<file path="config.mk">
export PLATFORM = sky130hd
export DESIGN_NAME = ahb_multi_arbiter
export DESIGN_NICKNAME = d
export VERILOG_FILES = /design/src/rtl/ahb_pkg.sv /design/src/rtl/ahb_rr_picker.sv /design/src/rtl/ahb_multi_arbiter.sv
export SDC_FILE = /design/constraint.sdc
export NUM_CORES = 1
export LEC_CHECK = 0
export ABC_CLOCK_PERIOD_IN_PS = 2760
export CAP_MARGIN = 20
export CORE_AREA = 3 3 287 289
export DETAILED_ROUTE_END_ITERATION = 16
export DIE_AREA = 0 0 290 292
export DONT_BUFFER_PORTS = 1
export HOLD_SLACK_MARGIN = 0.15
export SLEW_MARGIN = 20
export SYNTH_ARGS = -nofsm -noshare
export SYNTH_HDL_FRONTEND = slang
export SYNTH_SLANG_ARGS = --single-unit
</file>
<file path="constraint.sdc">
create_clock -name HCLK -period 2.76 [get_ports HCLK]
set_input_delay 0.276 -clock HCLK [delete_from_list [all_inputs] [get_ports HCLK]]
set_output_delay 0.276 -clock HCLK [all_outputs]
set_load 0.01 [all_outputs]
</file>
<file path="src/rtl/ahb_pkg.sv">
// Shared AHB encodings and arbitration-mode selector for the multi-master arbiter.
package ahb_pkg;

  typedef enum logic [1:0] {
    IDLE   = 2'b00,
    BUSY   = 2'b01,
    NONSEQ = 2'b10,
    SEQ    = 2'b11
  } htrans_t;

  typedef enum logic [2:0] {
    HBURST_SINGLE = 3'd0,
    HBURST_INCR   = 3'd1,
    HBURST_WRAP4  = 3'd2,
    HBURST_INCR4  = 3'd3,
    HBURST_WRAP8  = 3'd4,
    HBURST_INCR8  = 3'd5,
    HBURST_WRAP16 = 3'd6,
    HBURST_INCR16 = 3'd7
  } hburst_t;

  typedef enum logic [2:0] {
    HSIZE_BYTE  = 3'd0,
    HSIZE_HALF  = 3'd1,
    HSIZE_WORD  = 3'd2,
    HSIZE_DWORD = 3'd3,
    HSIZE_128   = 3'd4,
    HSIZE_256   = 3'd5,
    HSIZE_512   = 3'd6,
    HSIZE_1024  = 3'd7
  } hsize_t;

  typedef enum int {
    ARB_FIXED = 0,
    ARB_RR    = 1
  } arb_mode_e;

  function automatic logic is_active(htrans_t t);
    return (t == NONSEQ) || (t == SEQ);
  endfunction

endpackage

</file>
<file path="src/rtl/ahb_rr_picker.sv">
// Rotating find-first-set: first asserted request at or after i_ptr, wrapping.
module ahb_rr_picker #(
  parameter int N = 8,
  localparam int IW = $clog2(N)
) (
  input  logic [N-1:0]  i_req,
  input  logic [IW-1:0] i_ptr,
  output logic [N-1:0]  o_grant,
  output logic [IW-1:0] o_idx,
  output logic          o_valid
);

  localparam logic [IW:0] N_W = (IW+1)'(N);

  logic [2*N-1:0] w_dbl;
  logic [N-1:0]   w_rot;
  logic [IW-1:0]  w_rot_idx;
  logic [IW:0]    w_sum;

  assign w_dbl = {i_req, i_req} >> i_ptr;
  assign w_rot = w_dbl[N-1:0];

  always_comb begin
    w_rot_idx = '0;
    for (int i = N - 1; i >= 0; i--) begin
      if (w_rot[i]) w_rot_idx = IW'(i);
    end
  end

  // Undo the rotation modulo N (N need not be a power of two).
  assign w_sum   = {1'b0, w_rot_idx} + {1'b0, i_ptr};
  assign o_idx   = (w_sum >= N_W) ? IW'(w_sum - N_W) : w_sum[IW-1:0];
  assign o_valid = |i_req;

  generate
    for (genvar gi = 0; gi < N; gi++) begin : g_onehot
      assign o_grant[gi] = o_valid && (o_idx == IW'(gi));
    end
  endgenerate

endmodule

</file>
<file path="src/rtl/ahb_multi_arbiter.sv">
// AHB arbiter and master-to-slave mux: grant -> address phase -> data phase pipeline,
// every stage advancing only on HREADY, with a bounded tenure per owner.
module ahb_multi_arbiter
  import ahb_pkg::*;
#(
  parameter int NUM_MASTERS    = 8,
  parameter int ADDR_W         = 32,
  parameter int DATA_W         = 32,
  parameter int ARB_MODE       = 0,
  parameter int DEFAULT_MASTER = 0,
  parameter int MAX_HOLD       = 16,
  localparam int IW = $clog2(NUM_MASTERS),
  localparam int HW = $clog2(MAX_HOLD)
) (
  input  logic                          HCLK,
  input  logic                          HRESET,
  input  logic [NUM_MASTERS-1:0]        M_HBUSREQ,
  input  logic [NUM_MASTERS*ADDR_W-1:0] M_HADDR,
  input  logic [NUM_MASTERS*2-1:0]      M_HTRANS,
  input  logic [NUM_MASTERS-1:0]        M_HWRITE,
  input  logic [NUM_MASTERS*3-1:0]      M_HSIZE,
  input  logic [NUM_MASTERS*3-1:0]      M_HBURST,
  input  logic [NUM_MASTERS*DATA_W-1:0] M_HWDATA,
  output logic [NUM_MASTERS-1:0]        M_HGRANT,
  output logic [DATA_W-1:0]             M_HRDATA,
  output logic                          M_HREADY,
  output logic [ADDR_W-1:0]             S_HADDR,
  output logic [1:0]                    S_HTRANS,
  output logic                          S_HWRITE,
  output logic [2:0]                    S_HSIZE,
  output logic [2:0]                    S_HBURST,
  output logic [DATA_W-1:0]             S_HWDATA,
  input  logic [DATA_W-1:0]             S_HRDATA,
  input  logic                          S_HREADY,
  output logic [IW-1:0]                 HMASTER
);

  localparam logic [IW-1:0]          DEF_IDX    = IW'(DEFAULT_MASTER);
  localparam logic [NUM_MASTERS-1:0] DEF_ONEHOT = NUM_MASTERS'(1) << DEFAULT_MASTER;
  localparam logic [HW-1:0]          HOLD_LAST  = HW'(MAX_HOLD - 1);
  localparam logic [IW:0]            N_W        = (IW+1)'(NUM_MASTERS);

  logic [NUM_MASTERS-1:0] r_grant;
  logic [IW-1:0]          r_owner;
  logic [IW-1:0]          r_hmaster;
  logic [IW-1:0]          r_data_owner;
  logic [HW-1:0]          r_hold;
  logic                   r_live;

  logic [ADDR_W-1:0] w_addr  [NUM_MASTERS];
  htrans_t           w_trans [NUM_MASTERS];
  logic [2:0]        w_size  [NUM_MASTERS];
  logic [2:0]        w_burst [NUM_MASTERS];
  logic [DATA_W-1:0] w_wdata [NUM_MASTERS];

  generate
    for (genvar gi = 0; gi < NUM_MASTERS; gi++) begin : g_unpack
      assign w_addr[gi]  = M_HADDR[gi*ADDR_W +: ADDR_W];
      assign w_trans[gi] = htrans_t'(M_HTRANS[gi*2 +: 2]);
      assign w_size[gi]  = M_HSIZE[gi*3 +: 3];
      assign w_burst[gi] = M_HBURST[gi*3 +: 3];
      assign w_wdata[gi] = M_HWDATA[gi*DATA_W +: DATA_W];
    end
  endgenerate

  htrans_t w_htrans;

  // The bus shows IDLE until the first clock after reset, whatever the masters drive.
  assign w_htrans = r_live ? w_trans[r_hmaster] : IDLE;
  assign S_HTRANS = w_htrans;
  assign S_HADDR  = w_addr[r_hmaster];
  assign S_HWRITE = M_HWRITE[r_hmaster];
  assign S_HSIZE  = w_size[r_hmaster];
  assign S_HBURST = w_burst[r_hmaster];
  assign S_HWDATA = w_wdata[r_data_owner];
  assign HMASTER  = r_hmaster;
  assign M_HGRANT = r_grant;
  assign M_HRDATA = S_HRDATA;
  assign M_HREADY = S_HREADY;

  logic                   w_expired;
  logic [NUM_MASTERS-1:0] w_others;
  logic [NUM_MASTERS-1:0] w_pick_req;
  logic [IW:0]            w_owner_inc;
  logic [IW-1:0]          w_ptr;
  logic [NUM_MASTERS-1:0] w_pick_grant;
  logic [IW-1:0]          w_pick_idx;
  logic                   w_pick_valid;

  assign w_expired   = (r_hold == HOLD_LAST);
  assign w_others    = M_HBUSREQ & ~r_grant;
  // An expired owner only stays on if nobody else wants the bus.
  assign w_pick_req  = (w_expired && |w_others) ? w_others : M_HBUSREQ;
  assign w_owner_inc = {1'b0, r_owner} + (IW+1)'(1);
  assign w_ptr       = (arb_mode_e'(ARB_MODE) == ARB_RR)
                       ? ((w_owner_inc == N_W) ? '0 : w_owner_inc[IW-1:0])
                       : '0;

  ahb_rr_picker #(.N(NUM_MASTERS)) u_picker (
    .i_req   (w_pick_req),
    .i_ptr   (w_ptr),
    .o_grant (w_pick_grant),
    .o_idx   (w_pick_idx),
    .o_valid (w_pick_valid)
  );

  logic [NUM_MASTERS-1:0] w_next_grant;
  logic [IW-1:0]          w_next_idx;

  always_comb begin
    w_next_grant = r_grant;
    w_next_idx   = r_owner;
    if (M_HBUSREQ[r_owner] && !w_expired) begin
      w_next_grant = r_grant;
      w_next_idx   = r_owner;
    end else if (w_pick_valid) begin
      w_next_grant = w_pick_grant;
      w_next_idx   = w_pick_idx;
    end else begin
      w_next_grant = DEF_ONEHOT;
      w_next_idx   = DEF_IDX;
    end
  end

  logic w_hold_clear;
  assign w_hold_clear = (w_next_idx != r_owner) || (w_expired && w_pick_valid);

  always_ff @(posedge HCLK or posedge HRESET) begin
    if (HRESET) begin
      r_grant      <= DEF_ONEHOT;
      r_owner      <= DEF_IDX;
      r_hmaster    <= DEF_IDX;
      r_data_owner <= DEF_IDX;
      r_hold       <= '0;
      r_live       <= 1'b0;
    end else begin
      r_live <= 1'b1;
      if (S_HREADY) begin
        r_grant      <= w_next_grant;
        r_owner      <= w_next_idx;
        r_hmaster    <= r_owner;
        r_data_owner <= r_hmaster;
        if (w_hold_clear) begin
          r_hold <= '0;
        end else if (is_active(w_htrans) && !w_expired) begin
          r_hold <= r_hold + HW'(1);
        end
      end
    end
  end

endmodule
</file>
==> metrics.csv, run 1 <==
metric,value,unit
area growth from synthesis to layout,23.0,%
Site Rows,104,
area share of fa/ha/maj cells after synthesis,0.208,%
Syn Inst Count,452,
most frequent cells in the layout,"mux4_2 (148), mux2_2 (78), buf_4 (28)",
mux cell area share after synthesis,70.7,%
worst hold start,S_HREADY,
Crit. Startpoint,M_HGRANT[0]$_DFFE_PP1P_,
vias in the first global route,5120,
simple-gate area share of the yosys netlist,5.03,%
share of post-route cells with drive strength above 1,70.6,%
"Cell Area, Placed",7200,sq um
Max Slew Vio Count,0,
critical path arrival,2790,ps
port buffer count,0,
GRT overflow,0,
min-delay worst type,input pin to flip-flop,
largest family of logic cells by synthesized area,multiplexers,
Critical Path Source Type,flip-flop,
Worst Clk Skew,7.81,ps
Synth Cell Area,6010,sq um
compound-cell area share of the yosys netlist,6.28,%
antenna violations before repair,47,
clk sinks,22,
Netlist cell types,56,
"commonest non-fill, non-tap cell in the layout",mux4_2,
Final Hold Viols,0,
die height,292,um
Synth Register Bits,22,
CP required,2900,ps
pin count of the biggest net entering global routing,73,
via count,5032,
nets@finish,1037,
TritonRoute pass-1 iters,5,
worst-margin pin slew,877,ps
"critical path fanouts, max",7,
min Tclk post-route,2650,ps
P_leak,0.00194,uW
dpl hpwl,44.2,mm
largest cells by area after synthesis,"mux4_2 (55%), mux2_2 (15%), dfrtp_1 (8.7%)",
Post-CTS Setup Inserts,0,
Setup CP Type,flip-flop to flip-flop,
Clock Pin Slew Worst Setup and Hold Paths,70,ps
Initial Util,7.50,%
status,completed,
first-pass GRT wire length,59.5,mm
area share of the largest cell type after synthesis,55.4,%
maximum clock rate,378,MHz
Main synth FF type,dfrtp_1,
final setup fails,0,
worst skew pair latency,270,ps
Core Footprint,80200,sq um
clk root buf,clkbuf_16,
"Design Area, Final",7400,sq um
syn_nets,1080,
GRT Util Overall,10.6,%
Post-Synth XOR/XNOR Area,0.437,%
TNS Setup,0,ps
Max-slew headroom,41.5,%
Mean Syn Cell Area,13.3,sq um
Tcrit/Tclk final,95.9,%
cell taking the most area after synthesis,mux4_2,
Post-synth EDFFs,0,
CTS tree,done,
maximum clock insertion buffer count,2,
Pwr Density,906,nW/um^2
gpl congestion,0.951,
Peak supply drop,0.335,mV
Synth async-reset ratio,100,%
Final Util,9.23,%
final WL,48.4,mm
H-tree levels,1,
Critical Path Sink Type,flip-flop,
die width,290,um
RSZ-0062 raised after global routing,false,
routed vias/inst,3.38,
cts bufs inserted,3,
initial drt markers,417,
io pins,744,
die area,84700,sq um
reg2reg start,M_HGRANT[0]$_DFFE_PP1P_,
Synth warnings,0,
Max Cap Violations,0,
Final ANT Viol Nets,0,
drc violations,0,
sequential share of the synthesized area,9.17,%
Avg WL per Cell,32.6,um
[synthesized netlist by cell type (2+ instances only)]
| cell type | number |
|---|---|
| mux4_2 | 148 |
| buf_1 | 14 |
| nand2_1 | 23 |
| inv_1 | 10 |
| xor2_1 | 2 |
| nor2b_1 | 4 |
| a21oi_2 | 2 |
| and2b_2 | 2 |
| o22ai_1 | 2 |
| clkbuf_1 | 32 |
| a21oi_1 | 10 |
| buf_4 | 33 |
| and3_1 | 2 |
| nor2_1 | 9 |
| mux2_2 | 78 |
| dfrtp_1 | 21 |
| mux2i_1 | 4 |
| o21ai_0 | 3 |
| o21a_1 | 2 |
| a22o_1 | 2 |
| nand3_1 | 3 |
| nand2b_1 | 4 |
| nor3_1 | 5 |
| o31ai_1 | 5 |
[worst max-delay path, cell delays in order (launching register included)]
cell and delay, ps:
dfstp_2 540, inv_1 110, a2111oi_4 440, buf_4 230, a21oi_1 110, o22a_1 240, a31o_2 240, a221o_1 310
o32ai_2 190, nor3_1 110
[stage by stage]
| step | std cells | setup WS (ps) | power (uW) | hold slack, ps |
|---|---|---|---|---|
| 4_1_cts | 1467 | 10.1 | 6900 | 161 |
| 5_1_grt | 1478 | 1.90 | 7260 | 161 |
| 2_1_floorplan | 452 | 276 | 4410 | 264 |
| 6_report | 1487 | 112 | 6710 | 162 |
| 3_3_place_gp | 1462 | 134 | 6390 | 293 |
| 3_5_place_dp | 1462 | 111 | 6450 | 272 |
[final timing paths]
path,cells past startpoint,to,slack (ps)
max in group asynchronous,3,r_data_owner[0]$_DFFE_PP0P_,1610
min reg2reg,3,M_HGRANT[6]$_DFFE_PP0P_,600
min in group asynchronous,2,M_HGRANT[1]$_DFFE_PP0P_,540
max reg2reg,9,r_hold[1]$_DFFE_PP0P_,110
max,9,r_hold[1]$_DFFE_PP0P_,110
min,1,r_data_owner[1]$_DFFE_PP0P_,160
[per-layer routing]
metal	share of wire (%)	vias up	global-route usage (%)
li1	-	1825	-
met1	36	2581	11.7
met2	42	510	15.3
met3	20	88	9.07
met4	2.8	28	2.46
met5	0.41	-	0
[registers in the layout, indices dropped and copies added (netlist names)]
name	flops
r_live	1
r_hold	4
r_data_owner	3
HMASTER	3
M_HGRANT	8
r_owner	3
[cell families (layout without fill, tap and decap cells)]
group	count (synthesis)	after routing
muxes	230	230
buffers and inverters	92	48
and+or+nand+nor	60	60
AOI/OAI and AO/OA	43	43
DFF	22	22
xor gates and xnor gates	3	3
adders and majority gates	1	1
other	1	20
[area by class of cell]
cell class | count | area, sq um
Antenna cell | 19 | 47.5
Tap cell | 1060 | 1330
Inverter | 10 | 37.5
Timing Repair Buffer | 34 | 333
Clock inverter | 1 | 30.0
Sequential cell | 22 | 569
Multi-Input combinational cell | 338 | 4980
Clock buffer | 3 | 75.1
Fill cell | 9262 | 72800
[power breakdown]
| part | internal (uW) | leakage [uW] | switching (uW) |
|---|---|---|---|
| sequential | 424 | 0.000282 | 395 |
| clock | 289 | 0.0000512 | 140 |
| combinational | 2560 | 0.00160 | 2900 |
| total | 3270 | 0.00194 | 3430 |
[timing repair]
action	4_1_cts	5_1_grt
hold buffers	1	0
endpoints found under the setup margin	0	5
resized for setup	0	3
endpoints found under the hold margin	11	0
No activity file was read; power rests on OpenSTA's default activity.
==> run 2, diff against run 1 <==
--- a/config.mk
+++ b/config.mk
@@ -7,9 +7,9 @@
 export LEC_CHECK = 0
 export ABC_CLOCK_PERIOD_IN_PS = 2760
 export CAP_MARGIN = 20
-export CORE_AREA = 3 3 287 289
+export CORE_AREA = 3 3 285 287
 export DETAILED_ROUTE_END_ITERATION = 16
-export DIE_AREA = 0 0 290 292
+export DIE_AREA = 0 0 288 290
 export DONT_BUFFER_PORTS = 1
 export HOLD_SLACK_MARGIN = 0.15
 export SLEW_MARGIN = 20
==> run 2 against run 1 <==
Sequential power down 3.9%. Sequential cell count unchanged. Register-to-register slack better by 30 ps. Worst hold slack better by 3.3 ps. Highest routed layer unchanged.
==> metrics.csv, run 2 (synthesis results as in run 1) <==
metric,value,unit,change
status,completed,,
Pint,3280,uW,+0.17%
Max-slew headroom,38.8,%,-2.8 points
Critical Path Source Type,flip-flop,,
final setup fails,0,,unchanged
reg2reg start,M_HGRANT[7]$_DFFE_PP0P_,,
Peak supply drop,0.314,mV,-6.3%
worst path cell trace,and2b_2 -> nor4bb_1 -> buf_4 -> a211o_4 -> o2bb2ai_4 -> or4_4 -> a21oi_2 -> o32ai_2 -> nor3_1,,
GRT Util Overall,11.3,%,+0.71 points
final WL,51.6,mm,+6.6%
Pwr Density,917,nW/um^2,+1.2%
Hold Path Cell Cnt,1,,unchanged
Tcrit/Tclk final,95.0,%,-0.92 points
min-delay worst type,input pin to flip-flop,,
Worst Clk Skew,7.85,ps,+0.0412 ps
Clock Power Share,6.4,%,about the same
sw power,3570,uW,+4.1%
Logic pwr share,82.1,%,+0.7 points
port buffer count,0,,unchanged
"critical path fanouts, max",7,,unchanged
FF-to-FF setup slack,140,ps,+30 ps
TNS Setup,0,ps,unchanged
Core Footprint,78900,sq um,-1.6%
footprint of the multi-input gates,4990,sq um,+0.28%
routed vias/inst,3.46,,+2.3%
Final ANT Viol Nets,0,,unchanged
area growth from synthesis to layout,24.2,%,
Seq pwr share,11.5,%,-0.7 points
Hold WS,166,ps,+3.26 ps
Avg WL per Cell,34.5,um,+5.9%
Initial Util,7.63,%,+0.12 points
P_leak,0.00194,uW,+0.47%
Post-CTS Setup Inserts,0,,unchanged
"CP delay by family, top",simple AND/OR/NAND/NOR gates,,
GRT overflow,0,,unchanged
via count,5177,,+2.9%
die width,288,um,-0.69%
H-tree levels,1,,unchanged
initial drt markers,481,,+15%
Clock Pin Slew Worst Setup and Hold Paths,70,ps,about the same
io pins,744,,unchanged
die height,290,um,-0.68%
CP required,2950,ps,+50 ps
worst hold start,S_HREADY,,
Site Rows,103,,-0.96%
Setup CP Type,flip-flop to flip-flop,,
dpl hpwl,46.7,mm,+5.6%
first-pass GRT wire length,61.5,mm,+3.3%
share of post-route cells with drive strength above 1,71.3,%,+0.74 points
most frequent cells in the layout,"mux4_2 (148), mux2_2 (78), buf_4 (26)",,
maximum clock insertion buffer count,2,,unchanged
Final Hold Viols,0,,unchanged
worst reg2reg path endpoint,r_hold[2]$_DFFE_PP0P_,,
worst skew pair latency,270,ps,about the same
maximum clock rate,381,MHz,+0.97%
antenna violations before repair,60,,+28%
FF+latch area,569,sq um,unchanged
CP max-delay cell,or4_4,,
CP peak stage delay,590,ps,+50 ps
min Tclk post-route,2620,ps,-25.5 ps
fillers,9046,,-2.3%
WP buf/inv,1,,-1
clk sinks,22,,unchanged
worst-margin pin slew,919,ps,+41.7 ps
pin count of the biggest net entering global routing,79,,+8.2%
"commonest non-fill, non-tap cell in the layout",mux4_2,,
gpl congestion,0.998,,+4.9%
number of flip-flops under the largest register name,8,,unchanged
Max Cap Violations,0,,unchanged
die area,83500,sq um,-1.4%
Critical Path Sink Type,flip-flop,,
CTS tree,done,,
vias in the first global route,5471,,+6.9%
Worst Reg-to-Reg Cells,9,,unchanged
nets@finish,1037,,unchanged
drc violations,0,,unchanged
RSZ-0062 raised after global routing,false,,
cts bufs inserted,3,,unchanged
Sw Ratio,52.1,%,+0.96 points
TritonRoute pass-1 iters,4,,-1
WHS Endpoint,r_data_owner[0]$_DFFE_PP0P_,,
critical path arrival,2810,ps,+20 ps
clk root buf,clkbuf_16,,
Max Slew Vio Count,0,,unchanged
## run 2: changes by cell type in the layout (fill, tap and decap cells not counted), sizes merged
cell | previous run | this run
diode | 19 | 38
## run 2: through the flow
| step | setup slack (ps) | std cells | total power [uW] | cell area, sq um | util, % |
|---|---|---|---|---|---|
| final | 137 | 1496 | 6850 | 7470 | 9.47 |
| after global routing | 9.16 | 1483 | 7340 | 7440 | 9.43 |
| after CTS | 18.7 | 1457 | 6940 | 7310 | 9.27 |
| after detailed placement | 104 | 1452 | 6480 | 7200 | 9.13 |
| after global placement | 105 | 1452 | 6390 | 7200 | 9.13 |
| after floorplan | 276 | 452 | 4410 | 6010 | - |
## run 2: worst max path at each step
stage | end | startpoint | cells past startpoint | slack, ps
after floorplan | r_hold[0]$_DFFE_PP0P_ | M_HGRANT[0]$_DFFE_PP1P_ | 8 | 280
after global placement | M_HGRANT[6]$_DFFE_PP0P_ | M_HGRANT[0]$_DFFE_PP1P_ | 11 | 110
after detailed placement | r_hold[2]$_DFFE_PP0P_ | r_hold[0]$_DFFE_PP0P_ | 10 | 100
after CTS | S_HSIZE[1] | HMASTER[0]$_DFFE_PP0P_ | 3 | 20
after global routing | r_hold[3]$_DFFE_PP0P_ | HMASTER[0]$_DFFE_PP0P_ | 8 | 9
final | r_hold[2]$_DFFE_PP0P_ | M_HGRANT[7]$_DFFE_PP0P_ | 9 | 140
## run 2: repair_timing
item,CTS,global route
hold buffers,1,0
endpoints found under the setup margin,0,10
gates resized for setup,0,8
hold endpoints to repair,13,0
## run 2: power groups by stage
stage	clock network, uW	registers [uW]	logic (uW)
finish	437	787	5630
global route	461	836	6040
floorplan	0	497	3910
CTS	455	777	5710
detailed placement	0	782	5690
global placement	0	771	5620
## run 2: layer usage
| layer | GRT usage [%] | part of all wire (%) |
|---|---|---|
| met5 | 0 | 0.41 |
| met4 | 4.30 | 3.4 |
| met3 | 7.16 | 16 |
| met2 | 15.2 | 40 |
| met1 | 14.2 | 40 |
## run 2: cell type report
cell class | count | area share [%]
clock inverter | 1 | 0.402
clock buffer | 3 | 1.00
sequential | 22 | 7.62
multi-input combinational | 338 | 66.8
tap | 1050 | 17.6
timing repair buffer | 34 | 4.77
antenna | 38 | 1.27
inverter | 10 | 0.502
==> run 3, diff against run 2 <==
--- a/config.mk
+++ b/config.mk
@@ -15,4 +15,5 @@
 export SLEW_MARGIN = 20
 export SYNTH_ARGS = -nofsm -noshare
 export SYNTH_HDL_FRONTEND = slang
+export SYNTH_HIERARCHICAL = 1
 export SYNTH_SLANG_ARGS = --single-unit
==> run 3 against run 2 <==
Sequential cell count is the same. Sequential share of layout area fell by 1.0 points. Cell area grew 16%. Clock power grew 8.7%. Critical path depth grew 9. The flow now finishes with violations (setup timing). Clock skew grew 9.0 ps. Combinational power rose by 50%.
==> metrics.csv, run 3 <==
metric,value,unit,change
GRT Util Overall,16.7,%,+5.4 points
sequential share of the synthesized area,8.15,%,-1.0 points
Clock Power Share,4.8,%,-1.6 points
Tcrit/Tclk final,136,%,+41 points
"commonest non-fill, non-tap cell in the layout",mux4_2,,
final setup fails,15,,+15
area growth from synthesis to layout,28.2,%,
TNS Setup,-11220,ps,-11220 ps
Final ANT Viol Nets,0,,unchanged
nets@finish,1191,,+15%
clk sinks,22,,unchanged
cts bufs inserted,3,,unchanged
Critical Path Sink Type,flip-flop,,
Core Footprint,78900,sq um,unchanged
most frequent cells in the layout,"mux4_2 (152), mux2_2 (81), buf_4 (73)",,
final WL,74.2,mm,+44%
Pint,4250,uW,+30%
Critical Path Source Type,flip-flop,,
Final Hold Viols,0,,unchanged
cell taking the most area after synthesis,mux4_2,,
die area,83500,sq um,unchanged
share of post-route cells with drive strength above 1,64.5,%,-6.9 points
Peak supply drop,0.659,mV,+110%
RSZ-0062 raised after global routing,true,,
Worst Slack Setup Final,-990,ps,-1130 ps
gpl congestion,0.974,,-2.4%
Main synth FF type,dfrtp_1,,
Max-slew headroom,46.8,%,+8.0 points
TritonRoute pass-1 iters,5,,+1
min Tclk post-route,3750,ps,+1130 ps
most frequent cells after synthesis,"mux4_2 (152), mux2_2 (82), buf_4 (39)",,
failing checks,setup timing,,
port buffer count,0,,unchanged
Netlist cell types,57,,+1.8%
first-pass GRT wire length,86.4,mm,+41%
Initial Util,8.59,%,+0.96 points
Mean Syn Cell Area,12.2,sq um,-8.1%
routed vias/inst,3.93,,+14%
die height,290,um,unchanged
vias in the first global route,6350,,+16%
Sw Ratio,57.1,%,+5.0 points
antenna violations before repair,127,,+110%
min-delay worst type,input pin to flip-flop,,
maximum clock insertion buffer count,2,,unchanged
critical path arrival,3970,ps,+1160 ps
Hold WS,163,ps,-2.37 ps
Synth Cell Area,6770,sq um,+13%
CTS tree,done,,
Synth async-reset ratio,100,%,unchanged
die width,288,um,unchanged
Pwr Density,1140,nW/um^2,+25%
drc violations,0,,unchanged
via count,6491,,+25%
Max Cap Violations,0,,unchanged
pin count of the biggest net entering global routing,55,,-30%
Setup CP Type,flip-flop to flip-flop,,
largest cells by area after synthesis,"mux4_2 (51%), mux2_2 (14%), dfrtp_1 (7.8%)",,
io pins,744,,unchanged
"count leader, synth",mux4_2,,
Site Rows,103,,unchanged
Worst Clk Skew,16.8,ps,+8.96 ps
number of flip-flops under the largest register name,8,,unchanged
Synth Register Bits,22,,unchanged
CP required,2980,ps,+30 ps
clk root buf,clkbuf_16,,
Pwr Total,9910,uW,+45%
maximum clock rate,267,MHz,-30%
Seq pwr share,10.0,%,-1.5 points
P_leak,0.00260,uW,+33%
Syn Inst Count,554,,+23%
status,finished with violations,,
Avg WL per Cell,45.0,um,+30%
area share of the largest cell type after synthesis,50.6,%,-4.9 points
worst-margin pin slew,798,ps,-120 ps
dpl hpwl,68.8,mm,+47%
"critical path fanouts, max",5,,-2
Synth warnings,6,,+6
worst skew pair latency,290,ps,+20 ps
Logic pwr share,85.2,%,+3.1 points
Post-Place Worst Slack,-1180,ps,-1280 ps
sw power,5660,uW,+59%
H-tree levels,1,,unchanged
Clock Pin Slew Worst Setup and Hold Paths,90,ps,+20 ps
initial drt markers,521,,+8.3%
GRT overflow,0,,unchanged
Max Slew Vio Count,0,,unchanged
Post-synth EDFFs,0,,unchanged
run 3: final cells by class:
cell class / count / area [sq um]
fillers: 9004 / 70200
multi-input cells: 428 / 5790
well taps: 1050 / 1310
repair buffers: 84 / 707
flip-flops and latches: 22 / 573
diodes: 41 / 103
inverters: 22 / 85.1
clock buffers: 3 / 75.1
clock inverters: 1 / 30.0
run 3: worst max-delay path, stage by stage (launching register included):
cell and delay, ps:
dfstp_2 550, o22ai_2 90, nor4_4 200, nor2_4 90
a21oi_4 200, nor2_4 60, mux4_2 450, mux2_4 290
and2b_1 190, o21bai_1 70, fa_2 460, inv_4 100
nand4b_1 110, o22ai_2 170, a21oi_2 60, o21ai_2 200
buf_4 160, o31ai_2 60, a21oi_1 170
run 3: power groups by stage:
stage,Clock (uW),Combinational (uW),Sequential [uW]
after floorplan,0,5280,603
after global placement,0,8360,1030
after detailed placement,0,8470,1050
after CTS,500,8640,1050
after global routing,509,9120,1040
final,475,8450,988
run 3: repair_timing:
| action | CTS | global route |
|---|---|---|
| endpoints found under the hold margin | 17 | 0 |
| setup buffers | 5 | 5 |
| endpoints found under the setup margin | 15 | 18 |
| gates resized for setup | 21 | 10 |
| hold buffers | 6 | 0 |
| pin swaps | 6 | 7 |
run 3: per-layer routing:
| layer | vias to the layer above | track usage (%) | wire length [um] |
|---|---|---|---|
| met1 | 3234 | 19.2 | 28100 |
| met3 | 187 | 11.0 | 11400 |
| met2 | 725 | 26.0 | 32600 |
| met5 | - | 0 | 287 |
| met4 | 42 | 2.85 | 1810 |
| li1 | 2303 | - | - |
run 3: cell families (layout without fill, tap and decap cells):
group,after synthesis,count (layout),share of synthesized area [%]
multiplexers,263,263,68.7
AO/OA/AOI/OAI,60,60,5.77
AND/OR/NAND/NOR,84,84,5.75
adder cells (fa/ha/maj),3,3,0.665
flip-flops,22,22,8.15
buffers and inverters,114,110,10.1
XOR/XNOR,6,6,0.776
other,2,53,0.111
run 3: worst paths after layout:
path                                          from                          end  slack (ps)  cells after the start
min reg2reg                  r_hold[0]$_DFFE_PP0P_        r_hold[0]$_DFFE_PP0P_         640                      2
min                                       S_HREADY  r_data_owner[0]$_DFFE_PP0P_         160                      1
max                        M_HGRANT[0]$_DFFE_PP1P_        r_hold[2]$_DFFE_PP0P_        -990                     18
min in group asynchronous                   HRESET             r_live$_DFF_PP0_         590                      2
max reg2reg                M_HGRANT[0]$_DFFE_PP1P_        r_hold[2]$_DFFE_PP0P_        -990                     18
max in group asynchronous                   HRESET      M_HGRANT[0]$_DFFE_PP1P_        1430                      3
run 3: through the flow:
| step | cell area [sq um] | utilization [%] | instances |
|---|---|---|---|
| after floorplan | 6880 | - | 564 |
| after global placement | 8160 | 10.4 | 1590 |
| after detailed placement | 8160 | 10.4 | 1590 |
| after CTS | 8480 | 10.7 | 1605 |
| after global routing | 8610 | 10.9 | 1623 |
| final | 8680 | 11.0 | 1651 |
